`src/rtl/seq_det_pkg.sv`:
```
// Shared definitions for the serial sequence detector.
// Holds the detector FSM state type and the default pattern and counter
// geometry that the top-level parameters fall back to.
package seq_det_pkg;

    // FILLING: fewer than PATTERN_W valid bits held. ARMED: history is full.
    typedef enum logic {
        ST_FILLING = 1'b0,
        ST_ARMED   = 1'b1
    } state_t;

    // Default detector geometry: the 4-bit pattern 1011 (MSB oldest).
    localparam int           DEF_PATTERN_W = 4;
    localparam logic [3:0]   DEF_PATTERN   = 4'b1011;
    localparam int           DEF_CNT_W     = 8;

endpackage : seq_det_pkg

```
`src/rtl/serial_seq_det_sat_counter.sv`:
```
// Saturating up-counter used for the match tally.
// It counts inc pulses and sticks at all-ones instead of wrapping.
// rst and clr both zero the count and take priority over inc.
module sat_counter #(
    parameter int W = 8
) (
    input  logic         clk,
    input  logic         rst,
    input  logic         clr,
    input  logic         inc,
    output logic [W-1:0] count
);

    logic [W-1:0] count_q;
    logic [W-1:0] count_d;

    // Next count: step by one on inc unless already at the all-ones ceiling.
    always_comb begin
        count_d = count_q;
        if (inc && (count_q != {W{1'b1}})) begin
            count_d = count_q + 1'b1;
        end
    end

    // Count register with synchronous zeroing from either reset source.
    always_ff @(posedge clk) begin
        if (rst || clr) begin
            count_q <= '0;
        end else begin
            count_q <= count_d;
        end
    end

    assign count = count_q;

endmodule : sat_counter

```
`src/rtl/serial_seq_det.sv`:
```
// Serial sequence detector.
// Shifts in the registered serial stream on din_valid edges, raises a
// one-cycle match pulse when the last PATTERN_W valid bits equal PATTERN
// (MSB = oldest bit), and keeps a saturating tally of matches.
// Build option: define SEQ_DET_OVERLAP_EN to let overlapping occurrences
// each match; by default a hit restarts the fill so the next match needs
// PATTERN_W fresh valid bits.
module serial_seq_det
    import seq_det_pkg::*;
#(
    parameter int                   PATTERN_W = DEF_PATTERN_W,
    parameter logic [PATTERN_W-1:0] PATTERN   = PATTERN_W'(DEF_PATTERN),
    parameter int                   CNT_W     = DEF_CNT_W
) (
    input  logic             clk,
    input  logic             rst,
    input  logic             clear,
    input  logic             din,
    input  logic             din_valid,
    output logic             match,
    output logic [CNT_W-1:0] match_count,
    output logic             armed
);

    // fill counts 0..PATTERN_W, so it needs room for PATTERN_W itself.
    localparam int                FILL_W    = $clog2(PATTERN_W + 1);
    localparam logic [FILL_W-1:0] FILL_FULL = FILL_W'(PATTERN_W);

    state_t                 state_q;
    state_t                 state_d;
    logic [PATTERN_W-1:0]   hist_q;
    logic [PATTERN_W-1:0]   hist_d;
    logic [PATTERN_W-1:0]   hist_n;
    logic [FILL_W-1:0]      fill_q;
    logic [FILL_W-1:0]      fill_d;
    logic [FILL_W-1:0]      fill_n;
    logic                   match_q;
    logic                   match_d;
    logic                   hit;

    // Candidate history/fill for a valid edge and the resulting hit flag.
    // A hit needs a full history, so the zeroed history after reset can
    // never produce a false match even when PATTERN happens to be zero.
    always_comb begin
        hist_n = {hist_q[PATTERN_W-2:0], din};
        fill_n = (fill_q == FILL_FULL) ? fill_q : (fill_q + 1'b1);
        hit    = din_valid && (fill_n == FILL_FULL) && (hist_n == PATTERN);
    end

    // FSM next state plus history, fill and pulse next values.
    always_comb begin
        state_d = state_q;
        hist_d  = hist_q;
        fill_d  = fill_q;
        match_d = 1'b0;
        if (din_valid) begin
            hist_d  = hist_n;
            fill_d  = fill_n;
            match_d = hit;
            case (state_q)
                ST_FILLING: begin
                    if (fill_n == FILL_FULL) begin
                        state_d = ST_ARMED;
                    end
                end
                ST_ARMED: begin
                    state_d = ST_ARMED;
                end
                default: begin
                    state_d = ST_FILLING;
                end
            endcase
`ifdef SEQ_DET_OVERLAP_EN
            // Overlap mode: history and fill are kept after a hit.
`else
            // Non-overlap mode: a hit consumes the history; the shift
            // register keeps shifting but must be refilled before it counts.
            if (hit) begin
                fill_d  = '0;
                state_d = ST_FILLING;
            end
`endif
        end
    end

    // State registers; rst and clear both wipe history and drop the bit
    // offered in the same cycle.
    always_ff @(posedge clk) begin
        if (rst || clear) begin
            state_q <= ST_FILLING;
            hist_q  <= '0;
            fill_q  <= '0;
            match_q <= 1'b0;
        end else begin
            state_q <= state_d;
            hist_q  <= hist_d;
            fill_q  <= fill_d;
            match_q <= match_d;
        end
    end

    // Match tally; the counter's own reset priority masks hit during clears.
    sat_counter #(
        .W (CNT_W)
    ) u_match_cnt (
        .clk   (clk),
        .rst   (rst),
        .clr   (clear),
        .inc   (hit),
        .count (match_count)
    );

    assign match = match_q;
    assign armed = (state_q == ST_ARMED);

endmodule : serial_seq_det

```
`config.mk`:
```
export PLATFORM = sky130hd
export DESIGN_NAME = serial_seq_det
export DESIGN_NICKNAME = d
export VERILOG_FILES = /design/src/rtl/seq_det_pkg.sv /design/src/rtl/serial_seq_det_sat_counter.sv /design/src/rtl/serial_seq_det.sv
export SDC_FILE = /design/constraint.sdc
export NUM_CORES = 1
export LEC_CHECK = 0
export CORE_MARGIN = 1.5
export CORE_UTILIZATION = 45
export DETAILED_ROUTE_END_ITERATION = 10
export GPL_TIMING_DRIVEN = 0
export PLACE_DENSITY = 0.84
export SYNTH_ARGS = -nofsm -noshare
export SYNTH_HDL_FRONTEND = slang
export SYNTH_SLANG_ARGS = --single-unit
```
`constraint.sdc`:
```
create_clock -name clk -period 2.44 [get_ports clk]
set_clock_uncertainty 0.1 [all_clocks]
set_input_delay 0.488 -clock clk [delete_from_list [all_inputs] [get_ports clk]]
set_output_delay 0.488 -clock clk [all_outputs]
set_load 0.005 [all_outputs]
```
After elaboration in Yosys (flattened, before gate mapping)
Index checks and enable logic that the tools add are counted.
{"block": "totals", "memories": 0, "mem_bits_rw": 0, "register_bits": 16, "latchBits": 0, "mem_bits_ro": 0, "input_bits": 5, "out_inout_bits": 10}
{"block": "op_classes", "n_div": 0, "mul": 0, "muxes": 5, "n_eq_ne": 4, "bitwise": 2, "n_shift": 0, "addsub": 2, "n_reduce_logical": 5, "magnitude_cmp": 0}
{"operator": "$add 8x1->8 const B", "count": 1}
{"operator": "$ne 8x8->1 const B", "count": 1}
{"operator": "$eq 3x3->1 const B", "count": 2}
{"operator": "$mux 3", "count": 2}
{"operator": "$eq 4x4->1 const B", "count": 1}
{"operator": "$add 3x1->3 const B", "count": 1}
{"operator": "$logic_and 1x1->1", "count": 3}
{"operator": "$mux 1", "count": 2}
{"operator": "$not 1->1", "count": 2}
{"operator": "$pmux 1 s2", "count": 1}
{"operator": "$reduce_or 2->1", "count": 1}
{"operator": "$logic_or 1x1->1", "count": 1}

Logic depth before layout (Yosys ltp)
Gate-level depths: netlist (run 1).
{"block": "depth", "word_depth": 6, "ltp_mapped": 7, "mapped_depth_nobuf": 6}

Modules after synthesis
From an unflattened synthesis (run 1), not the netlist that was laid out.
{"block": "hier_totals", "hier_cells": 90, "area_unflattened_um2": 824.5}
{"module": "sat_counter", "seq_area_each_um2": 160.2, "instances": 1, "cells_each": 48, "area_per_inst_um2": 421.7}
{"module": "serial_seq_det", "seq_area_each_um2": 160.2, "instances": 1, "cells_each": 42, "area_per_inst_um2": 402.9}

Least setup slack after synthesis (run 1)
No wires, ideal clock.
{"block": "synth_path", "path_kind": "register to register", "startpoint": "register fill_q[0]", "endpoint": "register u_match_cnt.count_q[0] (netlist: u_match_cnt.count[0])", "setup_ns": 0.071, "path_stages_with_launch": 8, "arrival_time_ns": 2.154, "setup_slack_ns": 0.115, "path_cell_list": "dfxtp_1 > inv_1 > ha_1 > or4b_1 > and3_4 > buf_6 > or4_1 > a21oi_1"}
{"block": "synth_via", "elab_chain_len": 6}
{"item": "start, declared", "line": "serial_seq_det.sv:34", "text": "logic [FILL_W-1:0] fill_q;"}
{"item": "start signal, assigned", "line": "serial_seq_det.sv:97", "text": "fill_q <= fill_d;"}
{"item": "$add 3x1->3 / $eq 3x3->1 (equally long branches)", "line": "serial_seq_det.sv:46", "text": "fill_n = (fill_q == FILL_FULL) ? fill_q : (fill_q + 1'b1);"}
{"item": "$mux 3 (*)", "line": "serial_seq_det.sv:46"}
{"item": "$eq 3x3->1 (*)", "line": "serial_seq_det.sv:47", "text": "hit = din_valid && (fill_n == FILL_FULL) && (hist_n == PATTERN);"}
{"item": "$logic_and 1x1->1 (*) (2 in a row)", "line": "serial_seq_det.sv:47"}
{"item": "$logic_and 1x1->1 (*)", "line": "serial_seq_det_sat_counter.sv:20", "text": "if (inc && (count_q != {W{1'b1}})) begin"}
{"item": "end signal, assigned", "line": "serial_seq_det_sat_counter.sv:30", "text": "count_q <= count_d;"}
{"item": "end, declared", "line": "serial_seq_det_sat_counter.sv:14", "text": "logic [W-1:0] count_q;"}
Mark *: on every way between the ends. The rest lies on a longest branch, timed or not.
A chain may end at the register's enable or synchronous reset.

Worst setup path after layout (run 1)
Same ends and word-level chain as after synthesis.

==> results of run 1 <==
-- power by group --
group / total, mW / internal (mW) / switching (mW)
combinational: 0.0362 / 0.0171 / 0.0192
sequential: 0.265 / 0.263 / 0.00170
clock: 0.185 / 0.0912 / 0.0941
-- synthesized netlist by cell type (2+ instances only) --
library cell / number
nand3b_1: 2
mux2i_1: 8
a21oi_1: 4
a211oi_1: 2
o31ai_1: 2
nand2_1: 12
nand4_1: 2
nor3_1: 2
nor2_1: 7
inv_1: 4
nor4_1: 3
or3_1: 4
ha_1: 3
nand3_1: 5
dfxtp_1: 16
clkbuf_1: 2
or4_1: 3
-- final cells by class --
class,count,area [um2],area share [%]
tap,25,31.3,2.85
clock buffer,4,36.3,3.31
buffer,3,18.8,1.71
multi-input combinational,76,536,48.8
sequential,16,323,29.4
timing repair buffer,14,138,12.5
inverter,4,15.0,1.37
-- metal layers --
layer | global-route usage [%] | vias to the layer above | wire (um)
met5 | 0 | - | 0
met4 | 11.7 | 0 | 48
met3 | 5.88 | 5 | 48
met2 | 28.9 | 13 | 967
met1 | 27.2 | 371 | 903
li1 | - | 404 | -
-- through the flow --
stage	instance area [um2]	utilization [%]	instances	total power, mW
global route	1100	62.2	142	0.503
finish	1100	62.2	142	0.486
CTS	1070	60.7	141	0.488
global placement	1020	57.9	137	0.301
detailed placement	1020	57.9	137	0.302
floorplan	860	-	99	0.291
-- worst min-delay path by stage --
stage / start / endpoint / slack [ps]
2_1_floorplan: hist_q[2]$_SDFFE_PP0P_ / hist_q[2]$_SDFFE_PP0P_ / 350
3_3_place_gp: hist_q[2]$_SDFFE_PP0P_ / hist_q[2]$_SDFFE_PP0P_ / 370
3_5_place_dp: hist_q[2]$_SDFFE_PP0P_ / hist_q[2]$_SDFFE_PP0P_ / 380
4_1_cts: fill_q[1]$_SDFFE_PP0P_ / fill_q[1]$_SDFFE_PP0P_ / 400
5_1_grt: fill_q[1]$_SDFFE_PP0P_ / fill_q[1]$_SDFFE_PP0P_ / 400
6_report: fill_q[1]$_SDFFE_PP0P_ / fill_q[1]$_SDFFE_PP0P_ / 380
-- cells by family after synthesis --
| group | synth area share, % |
|---|---|
| and+or+nand+nor | 33.5 |
| adders and majority gates | 4.37 |
| DFF | 37.3 |
| AOI/OAI and AO/OA | 10.6 |
| buffers and inverters | 3.93 |
| xor gates and xnor gates | 1.02 |
| muxes | 9.32 |
-- critical path: cells and delay by family, from the launching register on --
| kind | cells | cell delay, ps |
|---|---|---|
| buffers and inverters | 2 | 190 |
| adder cells (fa/ha/maj) | 1 | 240 |
| flip-flops | 1 | 370 |
| AO/OA/AOI/OAI | 1 | 140 |
| AND/OR/NAND/NOR | 3 | 1260 |
-- sequential cells by signal (all words and copies together) (netlist names) --
signal / cells
match: 1
fill_q: 3
hist_q: 3
armed: 1
u_match_cnt.count: 8
-- timing repair --
action	in CTS	in global routing
gates cloned	0	0
endpoints found under the setup margin	4	6
pin swaps	0	1
resized for setup	2	5
setup buffers	0	1
==> flow_metrics.env, run 1 <==
export IMPL_status="finished, final reports clean"
export IMPL_first_global_vias=656
export IMPL_cts_buffers_inserted=3
export IMPL_crit_required_ps=2580
export IMPL_ant_nets=0
export IMPL_ctsHoldBuffers=0
export IMPL_ys_types=35
export IMPL_drv_slew=0
export IMPL_cp_startpoint="fill_q[0]$_SDFFE_PP0P_"
export IMPL_drc=0
export IMPL_clk_pin_slew_ps=100
export IMPL_worstMarginPinSlew_ps=729
export IMPL_arrival_ps=2510
export IMPL_via_per_inst=5.58
export IMPL_synth_area_leaders="dfxtp_1 37%, mux2i_1 9.3%, nand2_1 5.2%"
export IMPL_gp_congestion=0.791
export IMPL_critPathSlowestCell="or4b_1"
export IMPL_port_buffers=13
export IMPL_clock_sinks=16
export IMPL_yosysTopAreaCell="dfxtp_1"
export IMPL_reg2reg_depth=7
export IMPL_p_leak_nw=0.354
export IMPL_crit_type="reg -> reg"
export IMPL_grt_pass1_wl_um=3010
export IMPL_cts_tree="done"
export IMPL_grt_setup_unrepaired="false"
export IMPL_synth_top_area_share_pct=37.3
export IMPL_syn_area_um2=860
export IMPL_p_per_area_mw_per_mm2=443
export IMPL_r2r_start="fill_q[0]$_SDFFE_PP0P_"
export IMPL_worstHoldPathCells=2
export IMPL_grt_max_degree=11
export IMPL_final_cell_mix="14 x dfxtp_1, 13 x clkdlybuf4s50_1, 12 x nand2_1"
export IMPL_area_growth_pct=27.7
export IMPL_ys_seq_elements=16
export IMPL_clkLatencyLatePin_ps=300
export IMPL_first_pass_iters=4
export IMPL_root_buffer="clkbuf_4"
export IMPL_fillerInstances=165
export IMPL_hold_slack_ps=383
export IMPL_startpoint_type="flip-flop"
export IMPL_worstPathMaxFanout=10
export IMPL_setup_viol=0
export IMPL_fin_nets=126
export IMPL_antenna_found_initial=0
export IMPL_max_slew_margin_pct=50.9
export IMPL_rr_endpoint="u_match_cnt.count[0]$_SDFFE_PP0P_"
export IMPL_max_freq_mhz=423
export IMPL_drtIter0Drc=21
export IMPL_ios=15
export IMPL_drive_gt1_share_pct=14.5
export IMPL_synth_edff_count=0
export IMPL_hp_class="reg -> reg"
export IMPL_clk_path_buf_depth=2
export IMPL_synth_avg_cell_area_um2=8.68
export IMPL_synth_ff_type="dfxtp_1"
export IMPL_die_w_um=46.7
export IMPL_gr_total_overflow=0
export IMPL_core_area_mm2=0.00176
export IMPL_ir_drop_mv=0.328
export IMPL_critPathCapture="u_match_cnt.count[0]$_SDFFE_PP0P_"
export IMPL_hpwlAfterDp_um=1250
export IMPL_seq_area_frac_synth_pct=37.3
export IMPL_die_h_um=46.7
export IMPL_htree_levels=1
export IMPL_routed_wl_um=1970
export IMPL_dpl_worst_slack_ps=-30.4
export IMPL_cap_violations=0
export IMPL_fin_setup_tns_ps=0
export IMPL_layout_commonest_cell="dfxtp_1"
export IMPL_rows=15
export IMPL_fin_crit_sh_pct=97.0
export IMPL_cpPeakStageDelay_ps=540
export IMPL_dieArea_mm2=0.00218
export IMPL_cp_end_kind="flip-flop"
export IMPL_vias=793
export IMPL_synth_yosys_warnings=0
export IMPL_period_minus_slack_ps=2370
export IMPL_wire_per_inst_um=13.9
export IMPL_insertedDiodeCount=0
export IMPL_track_usage_pct=20.3
export IMPL_ys_async_sr_fraction_pct=0
export IMPL_synthesis_nets=107
export IMPL_r2r_slack_ps=70
export IMPL_initial_core_util_pct=48.7
export IMPL_cp_cell_sequence="inv_2, ha_4, or4b_1, and3_4, buf_6, or4_1, a21oi_2"
export IMPL_hold_violations=0
export IMPL_fin_ws_ps=73.4
export IMPL_syn_inst=99
No activity file was read; power rests on OpenSTA's default activity.
==> run 2, diff against run 1 <==
RECOVER_POWER = 25   (was unset)
==> run 2 against run 1 <==
Effect of this change:
- core utilization did not move
- wire length fell by 0.36%
- sequential power barely moved
- flip-flop and latch count did not move
- first-iteration DRC count did not move
- final area did not move
- die area did not move
- global-route usage did not move
- setup slack barely moved
- total power barely moved
- sequential share of layout area did not move
==> flow_metrics.env, run 2 (same netlist as run 1, synthesis figures left out) <==
export IMPL_status="finished, final reports clean"
export IMPL_dieArea_mm2=0.00218
export IMPL_r2r_start="fill_q[0]$_SDFFE_PP0P_"
export IMPL_sw_frac_of_total_pct=23.6
export IMPL_grt_pass1_wl_um=3010
export IMPL_root_buffer="clkbuf_4"
export IMPL_worstMarginPinSlew_ps=726
export IMPL_gp_congestion=0.791
export IMPL_drc=0
export IMPL_max_freq_mhz=423
export IMPL_routed_wl_um=1960
export IMPL_cts_buffers_inserted=3
export IMPL_period_minus_slack_ps=2370
export IMPL_drive_gt1_share_pct=14.5
export IMPL_arrival_ps=2510
export IMPL_area_growth_pct=27.7
export IMPL_crit_required_ps=2580
export IMPL_hpwlAfterDp_um=1250
export IMPL_max_slew_margin_pct=51.1
export IMPL_hp_class="reg -> reg"
export IMPL_cp_cell_sequence="inv_2, ha_4, or4b_1, and3_4, buf_6, or4_1, a21oi_2"
export IMPL_vias=790
export IMPL_antenna_found_initial=0
export IMPL_drtIter0Drc=21
export IMPL_cap_violations=0
export IMPL_ir_drop_mv=0.328
export IMPL_fin_nets=126
export IMPL_p_per_area_mw_per_mm2=443
export IMPL_clock_sinks=16
export IMPL_p_leak_nw=0.358
export IMPL_pwr_share_clk_pct=38.1
export IMPL_final_cell_mix="14 x dfxtp_1, 12 x nand2_1, 11 x clkdlybuf4s50_1"
export IMPL_final_area_mm2=0.00110
export IMPL_crit_type="reg -> reg"
export IMPL_initial_core_util_pct=48.7
export IMPL_first_global_vias=656
export IMPL_die_h_um=46.7
export IMPL_grt_setup_unrepaired="false"
export IMPL_place_area_mm2=0.00102
export IMPL_via_per_inst=5.56
export IMPL_switching_power_mw=0.115
export IMPL_port_buffers=13
export IMPL_cp_end_kind="flip-flop"
export IMPL_cts_tree="done"
export IMPL_layout_commonest_cell="dfxtp_1"
export IMPL_cpPeakStageDelay_ps=540
export IMPL_first_pass_iters=4
export IMPL_reg2reg_depth=7
export IMPL_startpoint_type="flip-flop"
export IMPL_power_mw=0.486
export IMPL_clk_pin_slew_ps=100
export IMPL_r2r_slack_ps=70
export IMPL_htree_levels=1
export IMPL_seq_power_share_pct=54.5
export IMPL_worstPathMaxFanout=10
export IMPL_rows=15
export IMPL_hold_start="fill_q[1]$_SDFFE_PP0P_"
export IMPL_ctsHoldBuffers=0
export IMPL_largest_register_ffs=8
export IMPL_power_internal_mw=0.371
export IMPL_core_area_mm2=0.00176
export IMPL_wire_per_inst_um=13.8
export IMPL_hold_violations=0
export IMPL_insertedDiodeCount=0
export IMPL_comb_power_share_pct=7.4
export IMPL_clkLatencyLatePin_ps=300
export IMPL_ant_nets=0
export IMPL_critPathSlowestCell="or4b_1"
export IMPL_whs_endpoint="fill_q[1]$_SDFFE_PP0P_"
export IMPL_track_usage_pct=20.3
export IMPL_fin_crit_sh_pct=97.0
export IMPL_gr_total_overflow=0
export IMPL_setup_viol=0
export IMPL_drv_slew=0
export IMPL_rr_endpoint="u_match_cnt.count[0]$_SDFFE_PP0P_"
export IMPL_ios=15
export IMPL_clk_path_buf_depth=2
export IMPL_grt_max_degree=11
export IMPL_die_w_um=46.7
export IMPL_worstHoldPathCells=2
==> run 2: cell count changes in the layout (fill, tap and decap cells not counted), sizes merged <==
cell,previous run,this run
clkdlybuf4s50,13,11
dlygate4sd3,0,2
==> run 2: cell type report <==
type	instances	area, um2
Buffer	3	18.8
Clock buffer	4	36.3
Fill cell	165	667
Inverter	4	15.0
Multi-Input combinational cell	76	536
Sequential cell	16	323
Tap cell	25	31.3
Timing Repair Buffer	14	138
==> run 2: worst max-delay path by stage <==
stage                     slack, ps                   start  cells after the start                                end
after floorplan                 120  fill_q[0]$_SDFFE_PP0P_                      7  u_match_cnt.count[0]$_SDFFE_PP0P_
after global placement           40  fill_q[0]$_SDFFE_PP0P_                      7  u_match_cnt.count[0]$_SDFFE_PP0P_
after detailed placement        -30  fill_q[0]$_SDFFE_PP0P_                      7  u_match_cnt.count[0]$_SDFFE_PP0P_
after CTS                        30  fill_q[0]$_SDFFE_PP0P_                      7  u_match_cnt.count[0]$_SDFFE_PP0P_
after global routing             30  fill_q[0]$_SDFFE_PP0P_                      7  u_match_cnt.count[0]$_SDFFE_PP0P_
final                            70  fill_q[0]$_SDFFE_PP0P_                      7  u_match_cnt.count[0]$_SDFFE_PP0P_
==> run 2: routing by layer <==
layer,part of all wire [%],GRT usage [%]
met1,46,27.2
met2,49,28.9
met3,2.8,5.88
met4,2.4,11.7
met5,0,0
==> run 2: power by group through the flow <==
stage	registers, mW	clock network (mW)	logic (mW)
2_1_floorplan	0.270	0	0.0205
3_3_place_gp	0.270	0	0.0306
3_5_place_dp	0.270	0	0.0313
4_1_cts	0.265	0.189	0.0340
5_1_grt	0.265	0.198	0.0395
6_report	0.265	0.185	0.0359
==> run 2: timing repair <==
item                                    4_1_cts  5_1_grt
buffers inserted                              0        1
gates resized for setup                       2        5
pin swaps                                     0        1
cloned                                        0        0
endpoints found under the setup margin        4        6
==> run 2: critical path: cells and delay by family (launching register included) <==
| family | cells | cell delay [ps] |
|---|---|---|
| flops | 1 | 370 |
| simple gates | 3 | 1260 |
| compound gates | 1 | 140 |
| fa+ha+maj | 1 | 240 |
| buf+inv | 2 | 190 |
==> run 2: through the flow <==
step / util (%) / setup TNS, ps / hold slack [ps] / worst slack (ps) / cells
final: 62.2 / 0 / 383 / 73.8 / 142
after global routing: 62.2 / 0 / 400 / 25.2 / 142
after CTS: 60.7 / 0 / 404 / 29.2 / 141
after detailed placement: 57.9 / -47.4 / 385 / -30.4 / 137
after global placement: 57.9 / 0 / 370 / 37.4 / 137
after floorplan: - / 0 / 353 / 115 / 99
